===== src/rtl/bus_router_pkg.sv =====
// Shared types and helpers for the bus_router slice.
// Contents: FSM state enum, default timeout, address region type,
// index-width helper and the 33-bit region hit test.
package bus_router_pkg;

  localparam int unsigned ADDR_W          = 32;
  localparam int unsigned TIMEOUT_DEFAULT = 1023;

  typedef enum logic [1:0] {
    IDLE   = 2'd0,
    ACTIVE = 2'd1,
    ERROR  = 2'd2,
    DONE   = 2'd3
  } state_t;

  typedef struct packed {
    logic [ADDR_W-1:0] base;
    logic [ADDR_W-1:0] size;
  } region_t;

  // Slot index width; a single-slot build still needs one bit.
  function automatic int unsigned idx_width(input int unsigned n);
    return (n > 1) ? $clog2(n) : 1;
  endfunction

  // One extra bit keeps a region that ends exactly at 2^32 from wrapping.
  function automatic logic region_hit(input region_t r, input logic [ADDR_W-1:0] a);
    logic [ADDR_W:0] lo;
    logic [ADDR_W:0] hi;
    logic [ADDR_W:0] aa;
    lo = {1'b0, r.base};
    hi = lo + {1'b0, r.size};
    aa = {1'b0, a};
    return (r.size != '0) && (aa >= lo) && (aa < hi);
  endfunction

endpackage


===== src/rtl/bus_router_decode.sv =====
// Combinational address decoder for bus_router.
// Ports: address (byte address in), hit (some enabled slot matches),
//        index (matching slot, lowest index wins on overlap).
module bus_router_decode
  import bus_router_pkg::*;
#(
  parameter int unsigned                  NUM_SLAVES = 8,
  parameter logic [NUM_SLAVES*ADDR_W-1:0] SLAVE_BASE = '0,
  parameter logic [NUM_SLAVES*ADDR_W-1:0] SLAVE_SIZE = '0,
  localparam int unsigned                 IDX_W      = idx_width(NUM_SLAVES)
) (
  input  logic [ADDR_W-1:0] address,
  output logic              hit,
  output logic [IDX_W-1:0]  index
);

  logic [NUM_SLAVES-1:0] slot_hit;

  // Per-slot range compare.
  for (genvar g = 0; g < int'(NUM_SLAVES); g++) begin : g_slot
    assign slot_hit[g] = region_hit(region_t'{base: SLAVE_BASE[g*ADDR_W +: ADDR_W],
                                              size: SLAVE_SIZE[g*ADDR_W +: ADDR_W]},
                                    address);
  end

  // Scan from the top so the lowest matching index is written last.
  always_comb begin
    hit   = 1'b0;
    index = '0;
    for (int i = int'(NUM_SLAVES) - 1; i >= 0; i--) begin
      if (slot_hit[i]) begin
        hit   = 1'b1;
        index = IDX_W'(i);
      end
    end
  end

endmodule


===== src/rtl/bus_router.sv =====
// Single-master to NUM_SLAVES bus router with address decode.
// Ports: i_clock/i_reset_n (async-assert, sync-release reset);
//   master side i_request/i_rw/i_address/i_wdata -> o_rdata/o_ready/o_error;
//   slave side o_slave_request (one-hot)/o_slave_rw/o_slave_address (offset)/
//   o_slave_wdata <- i_slave_rdata (packed)/i_slave_ready.
// Optional: define BUS_ROUTER_TIMEOUT_EN to abort ACTIVE after TIMEOUT cycles
// without ready; otherwise ACTIVE waits indefinitely.
module bus_router
  import bus_router_pkg::*;
#(
  parameter int unsigned                  NUM_SLAVES = 8,
  parameter int unsigned                  DATA_W     = 32,
  parameter logic [NUM_SLAVES*ADDR_W-1:0] SLAVE_BASE = '0,
  parameter logic [NUM_SLAVES*ADDR_W-1:0] SLAVE_SIZE = '0,
  parameter int unsigned                  TIMEOUT    = TIMEOUT_DEFAULT
) (
  input  logic                         i_clock,
  input  logic                         i_reset_n,
  input  logic                         i_request,
  input  logic                         i_rw,
  input  logic [ADDR_W-1:0]            i_address,
  input  logic [DATA_W-1:0]            i_wdata,
  output logic [DATA_W-1:0]            o_rdata,
  output logic                         o_ready,
  output logic                         o_error,
  output logic [NUM_SLAVES-1:0]        o_slave_request,
  output logic                         o_slave_rw,
  output logic [ADDR_W-1:0]            o_slave_address,
  output logic [DATA_W-1:0]            o_slave_wdata,
  input  logic [NUM_SLAVES*DATA_W-1:0] i_slave_rdata,
  input  logic [NUM_SLAVES-1:0]        i_slave_ready
);

  localparam int unsigned IDX_W = idx_width(NUM_SLAVES);

  // Reset release synchroniser; requests are ignored until it has filled.
  logic [1:0] rst_sync;
  always_ff @(posedge i_clock or negedge i_reset_n) begin
    if (!i_reset_n) rst_sync <= 2'b00;
    else            rst_sync <= {rst_sync[0], 1'b1};
  end

  logic accept_en;
  assign accept_en = rst_sync[1];

  // Address decode.
  logic             dec_hit;
  logic [IDX_W-1:0] dec_idx;

  bus_router_decode #(
    .NUM_SLAVES (NUM_SLAVES),
    .SLAVE_BASE (SLAVE_BASE),
    .SLAVE_SIZE (SLAVE_SIZE)
  ) u_decode (
    .address (i_address),
    .hit     (dec_hit),
    .index   (dec_idx)
  );

  state_t           state_q, state_d;
  logic [IDX_W-1:0] idx_q, idx_d;

  logic [DATA_W-1:0]     rdata_d;
  logic                  ready_d;
  logic                  error_d;
  logic [NUM_SLAVES-1:0] sreq_d;
  logic                  srw_d;
  logic [ADDR_W-1:0]     saddr_d;
  logic [DATA_W-1:0]     swdata_d;

  // Base of the decoded slot, used to form the slave-relative offset.
  logic [ADDR_W-1:0] dec_base;
  always_comb begin
    dec_base = '0;
    for (int i = 0; i < int'(NUM_SLAVES); i++) begin
      if (IDX_W'(i) == dec_idx) dec_base = SLAVE_BASE[i*ADDR_W +: ADDR_W];
    end
  end

  // Return path of the latched slot only; other slaves' ready is ignored.
  logic [DATA_W-1:0] sel_rdata;
  logic              sel_ready;
  always_comb begin
    sel_rdata = '0;
    sel_ready = 1'b0;
    for (int i = 0; i < int'(NUM_SLAVES); i++) begin
      if (IDX_W'(i) == idx_q) begin
        sel_rdata = i_slave_rdata[i*DATA_W +: DATA_W];
        sel_ready = i_slave_ready[i];
      end
    end
  end

  logic [NUM_SLAVES-1:0] sel_onehot;
  assign sel_onehot = NUM_SLAVES'(1) << idx_q;

`ifdef BUS_ROUTER_TIMEOUT_EN
  localparam int unsigned CNT_W = $clog2(TIMEOUT + 1);
  logic [CNT_W-1:0] cnt_q, cnt_d;
`endif

  // Next-state and next-output logic.
  always_comb begin
    state_d  = state_q;
    idx_d    = idx_q;
    rdata_d  = '0;
    ready_d  = 1'b0;
    error_d  = 1'b0;
    sreq_d   = o_slave_request;
    srw_d    = o_slave_rw;
    saddr_d  = o_slave_address;
    swdata_d = o_slave_wdata;
`ifdef BUS_ROUTER_TIMEOUT_EN
    cnt_d    = cnt_q;
`endif

    unique case (state_q)
      IDLE: begin
        sreq_d = '0;
`ifdef BUS_ROUTER_TIMEOUT_EN
        cnt_d  = '0;
`endif
        if (i_request && accept_en) begin
          if (dec_hit) begin
            idx_d    = dec_idx;
            srw_d    = i_rw;
            saddr_d  = i_address - dec_base;
            swdata_d = i_wdata;
            state_d  = ACTIVE;
          end else begin
            state_d  = ERROR;
          end
        end
      end

      ACTIVE: begin
        if (!i_request) begin
          // Master withdrew: abort silently.
          sreq_d  = '0;
          state_d = IDLE;
        end else if ((o_slave_request != '0) && sel_ready) begin
          ready_d = 1'b1;
          rdata_d = o_slave_rw ? '0 : sel_rdata;
          sreq_d  = '0;
          state_d = DONE;
`ifdef BUS_ROUTER_TIMEOUT_EN
        end else if (cnt_q == CNT_W'(TIMEOUT - 1)) begin
          ready_d = 1'b1;
          error_d = 1'b1;
          sreq_d  = '0;
          state_d = DONE;
`endif
        end else begin
          // Slave request rises on the first ACTIVE cycle.
          sreq_d  = sel_onehot;
`ifdef BUS_ROUTER_TIMEOUT_EN
          cnt_d   = cnt_q + CNT_W'(1);
`endif
        end
      end

      ERROR: begin
        ready_d = 1'b1;
        error_d = 1'b1;
        state_d = DONE;
      end

      DONE: begin
        // Hold here until the master lets go so one request issues once.
        if (!i_request) state_d = IDLE;
      end

      default: state_d = IDLE;
    endcase
  end

  // State and output registers.
  always_ff @(posedge i_clock or negedge i_reset_n) begin
    if (!i_reset_n) begin
      state_q         <= IDLE;
      idx_q           <= '0;
      o_rdata         <= '0;
      o_ready         <= 1'b0;
      o_error         <= 1'b0;
      o_slave_request <= '0;
      o_slave_rw      <= 1'b0;
      o_slave_address <= '0;
      o_slave_wdata   <= '0;
    end else begin
      state_q         <= state_d;
      idx_q           <= idx_d;
      o_rdata         <= rdata_d;
      o_ready         <= ready_d;
      o_error         <= error_d;
      o_slave_request <= sreq_d;
      o_slave_rw      <= srw_d;
      o_slave_address <= saddr_d;
      o_slave_wdata   <= swdata_d;
    end
  end

`ifdef BUS_ROUTER_TIMEOUT_EN
  // Wait-cycle counter for the selected slave.
  always_ff @(posedge i_clock or negedge i_reset_n) begin
    if (!i_reset_n) cnt_q <= '0;
    else            cnt_q <= cnt_d;
  end
`endif

endmodule


===== config.mk =====
export PLATFORM = sky130hd
export DESIGN_NAME = bus_router
export DESIGN_NICKNAME = d
export VERILOG_FILES = /design/src/rtl/bus_router_pkg.sv /design/src/rtl/bus_router_decode.sv /design/src/rtl/bus_router.sv
export SDC_FILE = /design/constraint.sdc
export NUM_CORES = 1
export LEC_CHECK = 0
export ABC_AREA = 1
export CORE_AREA = 2 2 169 171
export CTS_CLUSTER_DIAMETER = 40
export CTS_CLUSTER_SIZE = 10
export DETAILED_ROUTE_END_ITERATION = 6
export DIE_AREA = 0 0 171 173
export GPL_TIMING_DRIVEN = 0
export SYNTH_ARGS = -nofsm -noshare
export SYNTH_HDL_FRONTEND = slang
export SYNTH_HIERARCHICAL = 1
export SYNTH_SLANG_ARGS = --single-unit
export TNS_END_PERCENT = 50

===== constraint.sdc =====
create_clock -name i_clock -period 3.3 [get_ports i_clock]
set_clock_uncertainty 0.15 [all_clocks]
set_input_delay 0.66 -clock i_clock [delete_from_list [all_inputs] [get_ports i_clock]]
set_output_delay 0.66 -clock i_clock [all_outputs]
set_load 0.1 [all_outputs]

==> results.py <==
metrics = {
    "placed_design": {
        "portBuffers": 438,
        "placed_cell_area_um2": 11200,
        "hpwl_um": 25100,
        "place_congestion": 0.890,
    },
    "clocking": {
        "post_cts_buffers": 0,
        "cts-hold-fix-buffers": 0,
        "insertion_delay_ns": 0.41,
        "numCtsBuffers": 17,
        "clockRootBuffer": "clkbuf_16",
        "clock_path_buffers": 2,
        "cts_tree": "built",
        "cts.clk_slew.worst_paths_ns": 0.06,
        "cts.sinks": 114,
        "cts-htree-levels": 4,
        "ctsResizeCount": 0,
    },
    "synth": {
        "synth_adder_area_share_pct": 1.00,
        "yosysMostFrequentCell": "nand2_1",
        "synth_area_leaders": "dfrtp_1, nand2_1, mux2_2, nand3_1, nor2_1",
        "async_reset_ff_share_pct": 100,
        "synth_top_area_share_pct": 45.6,
        "yosys-top-cells-count": "nand2_1, dfrtp_1, nand3_1, nor2_1, mux2_2",
        "syn-cell-area_um2": 6250,
        "ys_types": 28,
        "synth-xor-area-share_pct": 0,
        "seq_area_frac_synth_pct": 45.6,
        "yosys.area.top_type": "dfrtp_1",
        "yosys_warnings": 6,
        "synth_top_family_by_area": "simple AND/OR/NAND/NOR gates",
        "synth_flop_cell": "dfrtp_1",
        "synth_seq_cells": 114,
        "syn_avg_cell_area_um2": 8.00,
        "synth_edf_count": 0,
        "synth.area.mux_share_pct": 11.5,
        "synth_compound_area_share_pct": 9.10,
        "netlist_instances": 782,
        "synthSimpleGateAreaFrac_pct": 27.6,
    },
    "die": {
        "fp.coreArea_um2": 27600,
        "die_area_um2": 29600,
        "start_util_pct": 22.6,
        "fp.dieW_um": 171,
        "dieHeight_um": 173,
        "num_io_pins": 439,
        "rows": 61,
    },
    "flow_run": {
        "max_cap_viol_count": 0,
    },
    "global_route": {
        "overflow": 0,
        "grt_pass1_wl_um": 44700,
        "antenna_found_initial": 0,
        "grt_util_all_layers_pct": 20.4,
        "grt_pass1_vias": 7482,
        "grt_max_degree": 64,
    },
    "sta": {
        "max_slew.worst_pin.slew_ns": 1.07,
        "fin_worst_hold_slack_ns": 0.0771,
        "timing.slew.headroom_pct": 28.4,
        "min_period_ns": 2.97,
        "finalHoldViolCount": 0,
        "tns_ns": 0,
        "setup_viol": 0,
        "fin_crit_sh_pct": 90.1,
        "max_freq_mhz": 337,
        "maxSlewViolCount": 0,
        "rsz0062_at_grt": "no",
    },
    "power_and_ir_drop": {
        "power_frac_seq_pct": 17.9,
        "power_density_nw_per_um2": 1010,
        "internal_power_mw": 5.29,
        "peakVddDrop_mv": 0.419,
        "p_leak_nw": 4.92,
        "switching_power_mw": 6.63,
        "share_clk_of_total_power_pct": 16.3,
        "p_sw_share_pct": 55.6,
        "pwr-share-comb_pct": 65.8,
    },
    "setup_path": {
        "cp-end-kind": "flip-flop",
        "reg2reg_depth": 12,
        "crit_required_ns": 3.48,
        "r2r_setup_slack_ns": 0.33,
        "r2r-start": "idx_q[0]",
        "r2r_end": "o_rdata[23]",
        "arrival_ns": 3.15,
        "crit_type": "reg -> reg",
        "critPathLaunchType": "flip-flop",
        "critPathMaxFanout": 10,
    },
    "finish": {
        "regArea_um2": 2850,
        "syn_to_final_growth_pct": 88.1,
        "fin_area_um2": 11800,
        "diodes": 0,
        "multiInputGateArea_um2": 3100,
        "layout-drive-gt1-share_pct": 9.55,
        "fillCellCount": 2818,
        "finalNetCount": 1580,
    },
    "detailed_routing": {
        "met2WireLength_um": 15800,
        "drt_iter0_drc": 329,
        "vias": 7275,
        "routedWlPerCell_um": 19.1,
        "ant_nets": 0,
        "first_pass_iters": 5,
        "avgViaCountPerCell": 4.45,
        "wl_um": 31100,
        "route.met3.wl_um": 2170,
        "m1WireLength_um": 12500,
        "drc": 0,
        "top_layer_used": "met4",
    },
    "outcome": {
        "status": "finished clean",
    },
    "min_path": {
        "min-delay-path-class": "in -> async",
    },
}
power groups by stage:
stage	Sequential, mW	Clock [mW]	Combinational, mW
floorplan	5.23	0	2.35
global placement	2.14	0	7.86
detailed placement	2.17	0	7.90
CTS	2.14	1.99	7.92
global route	2.19	2.06	8.36
finish	2.13	1.94	7.84
layout make-up:
| type | count | area share, % |
|---|---|---|
| Inverter | 24 | 0.766 |
| Multi-Input combinational cell | 594 | 26.3 |
| Clock inverter | 14 | 1.54 |
| Timing Repair Buffer | 439 | 37.5 |
| Clock buffer | 18 | 3.65 |
| Sequential cell | 114 | 24.2 |
| Tap cell | 378 | 4.02 |
| Buffer | 53 | 1.94 |
how the worst max path moves through the flow:
stage	slack [ns]	start	endpoint	cells after the start
6_report	0.33	idx_q[0]	o_rdata[23]	12
3_5_place_dp	0.24	idx_q[2]	o_rdata[26]	7
2_1_floorplan	1.33	o_slave_request[1]	o_rdata[26]	5
4_1_cts	0.22	idx_q[2]	o_rdata[26]	7
3_3_place_gp	-3.42	i_reset_n	o_slave_address[9]	1
5_1_grt	0.09	idx_q[0]	o_rdata[27]	12
flip-flops by register name, indices dropped and copies added, names as in the netlist, 2 cells and up:
name	cells
state_q	2
o_slave_request	8
o_slave_wdata	32
rst_sync	2
idx_q	3
o_rdata	32
o_slave_address	32
logic make-up (layout without fill, tap and decap cells):
group	Yosys count	count (layout)
flops	114	114
fa+ha+maj	5	5
simple gates	411	411
mux	64	64
other cells	2	5
compound gates	109	109
buf+inv	77	548
per-layer routing:
| layer | vias to the layer above | GRT usage [%] |
|---|---|---|
| met5 | - | 0 |
| met4 | 0 | 6.36 |
| met3 | 35 | 4.39 |
| met2 | 342 | 37.1 |
| met1 | 3381 | 23.7 |
| li1 | 3517 | - |
critical path, stage by stage, from the launching register on:
cell,delay [ns]
dfrtp_1,0.32
buf_4,0.15
inv_1,0.12
nor3_2,0.61
clkbuf_1,0.63
nand2_1,0.19
nand3_1,0.14
o21ai_0,0.12
nand3_1,0.10
o21ai_0,0.11
nand3_1,0.10
nand2_1,0.05
nor2_1,0.09
placed cells by master, fill, tap and decap left out, drive strengths merged, types with 7 or more instances in the layout:
cell type	instances
dfrtp	114
o21ai	62
nand2	213
nor2	91
buf	18
mux2	64
inv	25
a21oi	31
clkbuf	55
o22ai	14
clkdlybuf4s50	437
nand3	91
clkinv	7
through the flow:
| step | instances | total power [mW] | utilization [%] | worst slack [ns] |
|---|---|---|---|---|
| floorplan | 785 | 7.58 | - | 1.33 |
| global placement | 1601 | 10.0 | 40.3 | -3.42 |
| detailed placement | 1602 | 10.1 | 40.4 | 0.240 |
| CTS | 1634 | 12.1 | 42.6 | 0.220 |
| global route | 1634 | 12.6 | 42.6 | 0.0887 |
| finish | 1634 | 11.9 | 42.6 | 0.328 |
No activity file was read; power rests on OpenSTA's default activity.
